### config.mk
export PLATFORM = sky130hd
export DESIGN_NAME = lc2k_hazard_ctrl
export DESIGN_NICKNAME = d
export VERILOG_FILES = /design/src/rtl/lc2k_hazard_ctrl.sv
export SDC_FILE = /design/constraint.sdc
export NUM_CORES = 1
export LEC_CHECK = 0
export CAP_MARGIN = 20
export CELL_PAD_IN_SITES_DETAIL_PLACEMENT = 1
export CELL_PAD_IN_SITES_GLOBAL_PLACEMENT = 1
export CORE_MARGIN = 2
export CORE_UTILIZATION = 37
export DETAILED_ROUTE_END_ITERATION = 8
export HOLD_SLACK_MARGIN = 0.02
export PLACE_DENSITY_LB_ADDON = 0.05
export SYNTH_ARGS = -nofsm -noshare
export SYNTH_HDL_FRONTEND = slang
export SYNTH_SLANG_ARGS = --single-unit
export TNS_END_PERCENT = 5
### constraint.sdc
create_clock -name clock -period 1.65 [get_ports clock]
set_input_delay 0.33 -clock clock [delete_from_list [all_inputs] [get_ports clock]]
set_output_delay 0.33 -clock clock [all_outputs]
set_load 0.05 [all_outputs]
### src/rtl/lc2k_hazard_ctrl.sv
// -----------------------------------------------------------------------------
// lc2k_hazard_ctrl
//
// Pipeline sequencing controller for the 5-stage LC2K core (IF/ID/EX/MEM/WB).
// It keeps a small shadow {op, dest, writes} of the instructions sitting in
// EX, MEM and WB and, from those shadows plus the instruction currently in ID,
// decides every cycle whether to stall, flush, which operand source each ID
// operand must take, and whether the front end may keep fetching while a
// HALT drains out of the pipe.
//
// Optional feature macro: LC2K_HAZARD_FWD_EN
//   defined   : EX/MEM/WB forwarding is available; only a load-use pair costs
//               a single bubble.
//   undefined : no forwarding; fwd_a_sel/fwd_b_sel stay 0 and ID stalls while
//               any of EX/MEM/WB still has to write a register ID reads.
//
// Ports
//   clock       in   1      rising-edge clock
//   reset_n     in   1      asynchronous active-low reset
//   id_valid    in   1      instruction in ID is real (0 = treat as NOOP)
//   id_op       in   OP_W   opcode in ID
//   id_regA     in   REG_W  regA field in ID
//   id_regB     in   REG_W  regB field in ID
//   id_destReg  in   REG_W  destReg field in ID
//   br_taken    in   1      BEQ in EX resolved taken this cycle
//   stall       out  1      hold PC and IF/ID, inject NOOP into ID/EX
//   flush       out  1      squash IF/ID and ID/EX on a taken branch
//   fwd_a_sel   out  2      regA source: 0 regfile, 1 EX, 2 MEM, 3 WB
//   fwd_b_sel   out  2      regB source, same encoding
//   fetch_en    out  1      IF may fetch and advance PC
//   halted      out  1      HALT has retired from WB; sticky until reset
//
// All outputs are combinational (zero-cycle latency) from the shadows, the FSM
// state and the ID inputs; the datapath consumes them in the same cycle.
// -----------------------------------------------------------------------------
module lc2k_hazard_ctrl #(
    parameter int REG_W = 3,
    parameter int OP_W  = 3
) (
    input  logic             clock,
    input  logic             reset_n,
    input  logic             id_valid,
    input  logic [OP_W-1:0]  id_op,
    input  logic [REG_W-1:0] id_regA,
    input  logic [REG_W-1:0] id_regB,
    input  logic [REG_W-1:0] id_destReg,
    input  logic             br_taken,
    output logic             stall,
    output logic             flush,
    output logic [1:0]       fwd_a_sel,
    output logic [1:0]       fwd_b_sel,
    output logic             fetch_en,
    output logic             halted
);

    // Opcode map of the LC2K ISA.
    localparam logic [OP_W-1:0] OP_ADD  = OP_W'(0);
    localparam logic [OP_W-1:0] OP_NOR  = OP_W'(1);
    localparam logic [OP_W-1:0] OP_LW   = OP_W'(2);
    localparam logic [OP_W-1:0] OP_SW   = OP_W'(3);
    localparam logic [OP_W-1:0] OP_BEQ  = OP_W'(4);
    localparam logic [OP_W-1:0] OP_JALR = OP_W'(5);
    localparam logic [OP_W-1:0] OP_HALT = OP_W'(6);
    localparam logic [OP_W-1:0] OP_NOOP = OP_W'(7);

    // Operand source encoding shared by fwd_a_sel and fwd_b_sel.
    localparam logic [1:0] SRC_RF  = 2'd0;
    localparam logic [1:0] SRC_EX  = 2'd1;
    localparam logic [1:0] SRC_MEM = 2'd2;
    localparam logic [1:0] SRC_WB  = 2'd3;

    localparam logic [2:0] DRAIN_LOAD = 3'd3;

    typedef enum logic [1:0] {
        ST_RUN    = 2'd0,
        ST_DRAIN  = 2'd1,
        ST_HALTED = 2'd2
    } state_t;

    typedef struct packed {
        logic [OP_W-1:0]  op;
        logic [REG_W-1:0] dest;
        logic             wr;
    } shadow_t;

    localparam shadow_t SHADOW_NOOP = {OP_NOOP, {REG_W{1'b0}}, 1'b0};

    // ------------------------------------------------------------------
    // Instruction-class helpers
    // ------------------------------------------------------------------

    // ADD/NOR write destReg, LW/JALR write regB.
    function automatic logic op_writes(input logic [OP_W-1:0] op);
        logic w;
        case (op)
            OP_ADD, OP_NOR, OP_LW, OP_JALR: w = 1'b1;
            default:                        w = 1'b0;
        endcase
        return w;
    endfunction

    function automatic logic [REG_W-1:0] op_dest(input logic [OP_W-1:0]  op,
                                                 input logic [REG_W-1:0] reg_b,
                                                 input logic [REG_W-1:0] dest_reg);
        logic [REG_W-1:0] d;
        case (op)
            OP_LW, OP_JALR: d = reg_b;
            default:        d = dest_reg;
        endcase
        return d;
    endfunction

    function automatic logic op_reads_a(input logic [OP_W-1:0] op);
        logic r;
        case (op)
            OP_ADD, OP_NOR, OP_LW, OP_SW, OP_BEQ, OP_JALR: r = 1'b1;
            default:                                       r = 1'b0;
        endcase
        return r;
    endfunction

    function automatic logic op_reads_b(input logic [OP_W-1:0] op);
        logic r;
        case (op)
            OP_ADD, OP_NOR, OP_SW, OP_BEQ: r = 1'b1;
            default:                       r = 1'b0;
        endcase
        return r;
    endfunction

    // A stage only counts as a producer when its stored write flag and its
    // opcode agree, so a corrupted flag on a NOOP/HALT/SW/BEQ never creates a
    // phantom hazard or bogus forward.
    function automatic logic stage_writes(input shadow_t s);
        return s.wr & op_writes(s.op);
    endfunction

    // Youngest producer of register r wins: EX > MEM > WB > regfile.
    function automatic logic [1:0] pick_src(input shadow_t          ex,
                                            input shadow_t          mem,
                                            input shadow_t          wb,
                                            input logic [REG_W-1:0] r,
                                            input logic             rd);
        logic [1:0] sel;
        if (!rd) begin
            sel = SRC_RF;
        end else if (stage_writes(ex) && (ex.dest == r)) begin
            sel = SRC_EX;
        end else if (stage_writes(mem) && (mem.dest == r)) begin
            sel = SRC_MEM;
        end else if (stage_writes(wb) && (wb.dest == r)) begin
            sel = SRC_WB;
        end else begin
            sel = SRC_RF;
        end
        return sel;
    endfunction

    // ------------------------------------------------------------------
    // State
    // ------------------------------------------------------------------
    shadow_t     ex_r;
    shadow_t     mem_r;
    shadow_t     wb_r;
    shadow_t     ex_nxt_s;
    state_t      state_r;
    state_t      state_nxt_s;
    logic [2:0]  drain_cnt_r;
    logic [2:0]  drain_cnt_nxt_s;

    logic        id_rd_a_s;
    logic        id_rd_b_s;
    logic [1:0]  src_a_s;
    logic [1:0]  src_b_s;
    logic [1:0]  fwd_a_raw_s;
    logic [1:0]  fwd_b_raw_s;
    logic        hazard_s;
    logic        stall_s;
    logic        flush_s;
    logic        accept_halt_s;

    // Which ID operands are genuinely read (an invalid slot reads nothing).
    always_comb begin
        id_rd_a_s = 1'b0;
        id_rd_b_s = 1'b0;
        if (id_valid) begin
            id_rd_a_s = op_reads_a(id_op);
            id_rd_b_s = op_reads_b(id_op);
        end else begin
            id_rd_a_s = 1'b0;
            id_rd_b_s = 1'b0;
        end
    end

    // Nearest in-flight producer for each ID operand.
    always_comb begin
        src_a_s = pick_src(ex_r, mem_r, wb_r, id_regA, id_rd_a_s);
        src_b_s = pick_src(ex_r, mem_r, wb_r, id_regB, id_rd_b_s);
    end

`ifdef LC2K_HAZARD_FWD_EN
    // With forwarding, only a load whose data is not ready until MEM hurts.
    always_comb begin
        hazard_s    = (ex_r.op == OP_LW) && stage_writes(ex_r) &&
                      ((id_rd_a_s && (ex_r.dest == id_regA)) ||
                       (id_rd_b_s && (ex_r.dest == id_regB)));
        fwd_a_raw_s = src_a_s;
        fwd_b_raw_s = src_b_s;
    end
`else
    // Without forwarding, any pending producer of a read register blocks ID;
    // the regfile has no write-to-read bypass, so WB still counts.
    always_comb begin
        hazard_s    = (src_a_s != SRC_RF) || (src_b_s != SRC_RF);
        fwd_a_raw_s = SRC_RF;
        fwd_b_raw_s = SRC_RF;
    end
`endif

    // Output decode and FSM next state; everything is quiet while in reset.
    always_comb begin
        stall_s         = 1'b0;
        flush_s         = 1'b0;
        fwd_a_sel       = SRC_RF;
        fwd_b_sel       = SRC_RF;
        fetch_en        = 1'b0;
        halted          = 1'b0;
        accept_halt_s   = 1'b0;
        state_nxt_s     = state_r;
        drain_cnt_nxt_s = drain_cnt_r;
        if (!reset_n) begin
            state_nxt_s     = ST_RUN;
            drain_cnt_nxt_s = 3'd0;
        end else begin
            case (state_r)
                ST_RUN: begin
                    // A taken branch squashes ID anyway, so it overrides stall.
                    flush_s       = br_taken;
                    stall_s       = hazard_s & ~br_taken;
                    fwd_a_sel     = fwd_a_raw_s;
                    fwd_b_sel     = fwd_b_raw_s;
                    fetch_en      = 1'b1;
                    accept_halt_s = id_valid && (id_op == OP_HALT) &&
                                    !stall_s && !flush_s;
                    if (accept_halt_s) begin
                        state_nxt_s     = ST_DRAIN;
                        drain_cnt_nxt_s = DRAIN_LOAD;
                    end else begin
                        state_nxt_s     = ST_RUN;
                        drain_cnt_nxt_s = 3'd0;
                    end
                end
                ST_DRAIN: begin
                    // Older instructions still need their operands; a branch
                    // cannot be resolving here, so br_taken is ignored.
                    fwd_a_sel = fwd_a_raw_s;
                    fwd_b_sel = fwd_b_raw_s;
                    // Count 3,2,1: the cycle at 1 is the HALT sitting in WB.
                    if (drain_cnt_r <= 3'd1) begin
                        state_nxt_s     = ST_HALTED;
                        drain_cnt_nxt_s = 3'd0;
                    end else begin
                        state_nxt_s     = ST_DRAIN;
                        drain_cnt_nxt_s = drain_cnt_r - 3'd1;
                    end
                end
                ST_HALTED: begin
                    halted          = 1'b1;
                    state_nxt_s     = ST_HALTED;
                    drain_cnt_nxt_s = 3'd0;
                end
                default: begin
                    state_nxt_s     = ST_RUN;
                    drain_cnt_nxt_s = 3'd0;
                end
            endcase
        end
    end

    assign stall = stall_s;
    assign flush = flush_s;

    // Shadow entering EX: a bubble unless ID really advances this cycle.
    always_comb begin
        if ((state_r != ST_RUN) || stall_s || flush_s || !id_valid) begin
            ex_nxt_s = SHADOW_NOOP;
        end else begin
            ex_nxt_s = {id_op, op_dest(id_op, id_regB, id_destReg), op_writes(id_op)};
        end
    end

    // Shadow pipeline registers advance unconditionally every cycle.
    always_ff @(posedge clock or negedge reset_n) begin
        if (!reset_n) begin
            ex_r  <= SHADOW_NOOP;
            mem_r <= SHADOW_NOOP;
            wb_r  <= SHADOW_NOOP;
        end else begin
            ex_r  <= ex_nxt_s;
            mem_r <= ex_r;
            wb_r  <= mem_r;
        end
    end

    // FSM state and drain counter registers.
    always_ff @(posedge clock or negedge reset_n) begin
        if (!reset_n) begin
            state_r     <= ST_RUN;
            drain_cnt_r <= 3'd0;
        end else begin
            state_r     <= state_nxt_s;
            drain_cnt_r <= drain_cnt_nxt_s;
        end
    end

endmodule

==> results.json <==
{
  "place.gp.congestion": 0.712,
  "grt_setup_unrepaired": "true",
  "setup_ws_ps": -451,
  "dp.cells": 230,
  "crit_chain": "or4_4, buf_6, o31ai_4, buf_12",
  "yosys_warnings": 0,
  "yosysMostFrequentCell": "dfrtp_1",
  "diodes": 0,
  "ant_nets": 0,
  "ys_seq_area_frac": 0.453,
  "dr.first_iter.drc_count": 17,
  "clk_latency_ps": 280,
  "fin_cells": 239,
  "failed_checks": "negative setup slack",
  "htree_levels": 1,
  "ys_ff_latch": 26,
  "cp-end-kind": "output pin",
  "max_freq_mhz": 476,
  "die_w_um": 66.9,
  "die_h_um": 66.9,
  "avgSynthCellArea_um2": 10.3,
  "yosys-top-cells-count": "17 x dfrtp_1, 12 x xor2_1, 9 x dfstp_2, 9 x nor3_1",
  "fp-row-count": 22,
  "grt_pass1_vias": 1262,
  "p_leak_nw": 0.968,
  "fin_crit_ps": 2100,
  "numClockSinks": 26,
  "viasPerCell": 4.99,
  "holdCritPathClass": "in -> async",
  "ios": 24,
  "core_um2": 3740,
  "synth.cell_area_um2": 1460,
  "powerDensity_nw_per_um2": 711,
  "syn2layout_area_growth_pct": 47.1,
  "cts_tree": "built",
  "die_area_um2": 4470,
  "final_nets": 210,
  "gr-total-overflow": 0,
  "cts_root_buf": "clkbuf_8",
  "cp.required_ps": 1320,
  "drive_gt1_frac": 0.393,
  "grtUsageTotal": 0.188,
  "slew_viol_final": 0,
  "status": "finished, violations left",
  "nFillCells": 432,
  "maxCapViolations": 0,
  "hold_viol_final": 0,
  "setup_violations": 8,
  "clockBufferDepth": 2,
  "first_pass_iters": 3,
  "ctsHoldBuffers": 0,
  "max_stage_delay_ps": 560,
  "critPathLaunchType": "register",
  "p_total_w": 0.00153,
  "path_buf_inv": 2,
  "grt_max_degree": 32,
  "post-route-drc-count": 0,
  "antenna_found_initial": 0,
  "crit_family": "simple AND/OR/NAND/NOR gates",
  "fin_skew_ps": 3.63,
  "synth_edf_count": 0,
  "ys_types": 45,
  "cp_max_fo": 4,
  "synth_ff_type": "dfrtp_1",
  "wl_per_cell_um": 15.7,
  "ir_drop_mv": 0.394,
  "syn_inst": 142,
  "hpwl_mm": 2.80,
  "cts_buffers": 3,
  "hold_ws_ps": 222,
  "post-route-period-util": 1.27,
  "synth_top_area_share": 0.291,
  "grt_first_pass_wirelength_mm": 6.17,
  "worstSetupPathType": "reg -> out",
  "io_buffer_count": 19,
  "cp.arrival_ps": 1770,
  "finalWirelength_mm": 3.76,
  "synthTopCellsByArea": "dfrtp_1 29%, dfstp_2 16%, xor2_1 7.2%, xnor2_1 4.2%, mux2i_1 3.4%",
  "crit_slowest_cell": "or4_4",
  "vias": 1192,
  "start_util": 0.391,
  "clk_pin_slew_ps": 100,
  "async_flop_share": 1.00,
  "yosysTopAreaCell": "dfrtp_1",
  "r2r_setup_slack_ps": -90
}
power breakdown:
group | leakage (nW) | internal (W) | switching [W] | total (W)
logic | 0.612 | 0.000164 | 0.000171 | 0.000335
registers | 0.322 | 0.000682 | 0.0000296 | 0.000712
clock network | 0.0339 | 0.000264 | 0.000219 | 0.000483
per-layer routing:
layer | global-route usage | vias up | share of wire
li1 | - | 586 | -
met1 | 0.209 | 581 | 0.42
met2 | 0.369 | 20 | 0.55
met3 | 0.0253 | 5 | 0.025
met4 | 0.0536 | 0 | 0.011
met5 | 0 | - | 0
state kept, by name, indices dropped and copies added (netlist names):
signal / count
ex_r: 7
wb_r: 7
drain_cnt_r: 3
mem_r: 7
state_r: 2
per-stage QoR:
stage | cell area (um^2) | utilization | setup TNS, ps | worst slack [ps]
2_1_floorplan | 1490 | - | -191 | -191
3_3_place_gp | 1940 | 0.517 | -4720 | -649
3_5_place_dp | 1940 | 0.517 | -5400 | -739
4_1_cts | 2120 | 0.565 | -1030 | -532
5_1_grt | 2150 | 0.575 | -1840 | -502
6_report | 2150 | 0.575 | -1050 | -451
cells in the final DEF (no fill, tap or decap), types with 5 or more instances in the layout:
cell type,n
dfrtp_1,17
dfstp_2,9
xnor2_1,5
buf_4,28
nor3_1,6
nor2_1,5
dlygate4sd2_1,11
xor2_1,12
o21ai_0,6
nor2b_1,6
worst register-to-register path, stage by stage, from the launching register on:
cell and delay [ps]:
dfrtp_1 400, or4_4 560, nor2b_2 180, buf_4 130, a21oi_2 40, buf_4 160, and3_1 170
cells by family after synthesis:
group | synth area share
xor+xnor | 0.114
simple gates | 0.221
buf+inv | 0.0462
flops | 0.453
compound gates | 0.113
mux | 0.0342
other cells | 0.00256
fa+ha+maj | 0.0171
cell type report:
class / instances / area, um^2 / share of cell area
sequential: 26 / 662 / 0.308
timing repair buffer: 52 / 487 / 0.226
clock buffer: 4 / 66.3 / 0.0308
tap: 48 / 60.1 / 0.0279
multi-input combinational: 106 / 866 / 0.402
inverter: 3 / 11.3 / 0.00523
what timing repair did:
item / 4_1_cts / 5_1_grt
buffers inserted: 4 / 1
pin swaps: 4 / 4
endpoints found under the setup margin: 11 / 11
gates resized for setup: 36 / 7
path summary, 6_finish.rpt:
check	to	from	cells after the start
setup / recovery	stall	state_r[0]	4
hold / removal	state_r[1]	reset_n	2
setup reg to reg	ex_r[0]	state_r[0]	6
hold reg to reg	wb_r[6]	mem_r[6]	0
max in group asynchronous	mem_r[5]	reset_n	2
min in group clock	wb_r[6]	mem_r[6]	0
(Power assumes the default switching activity.)
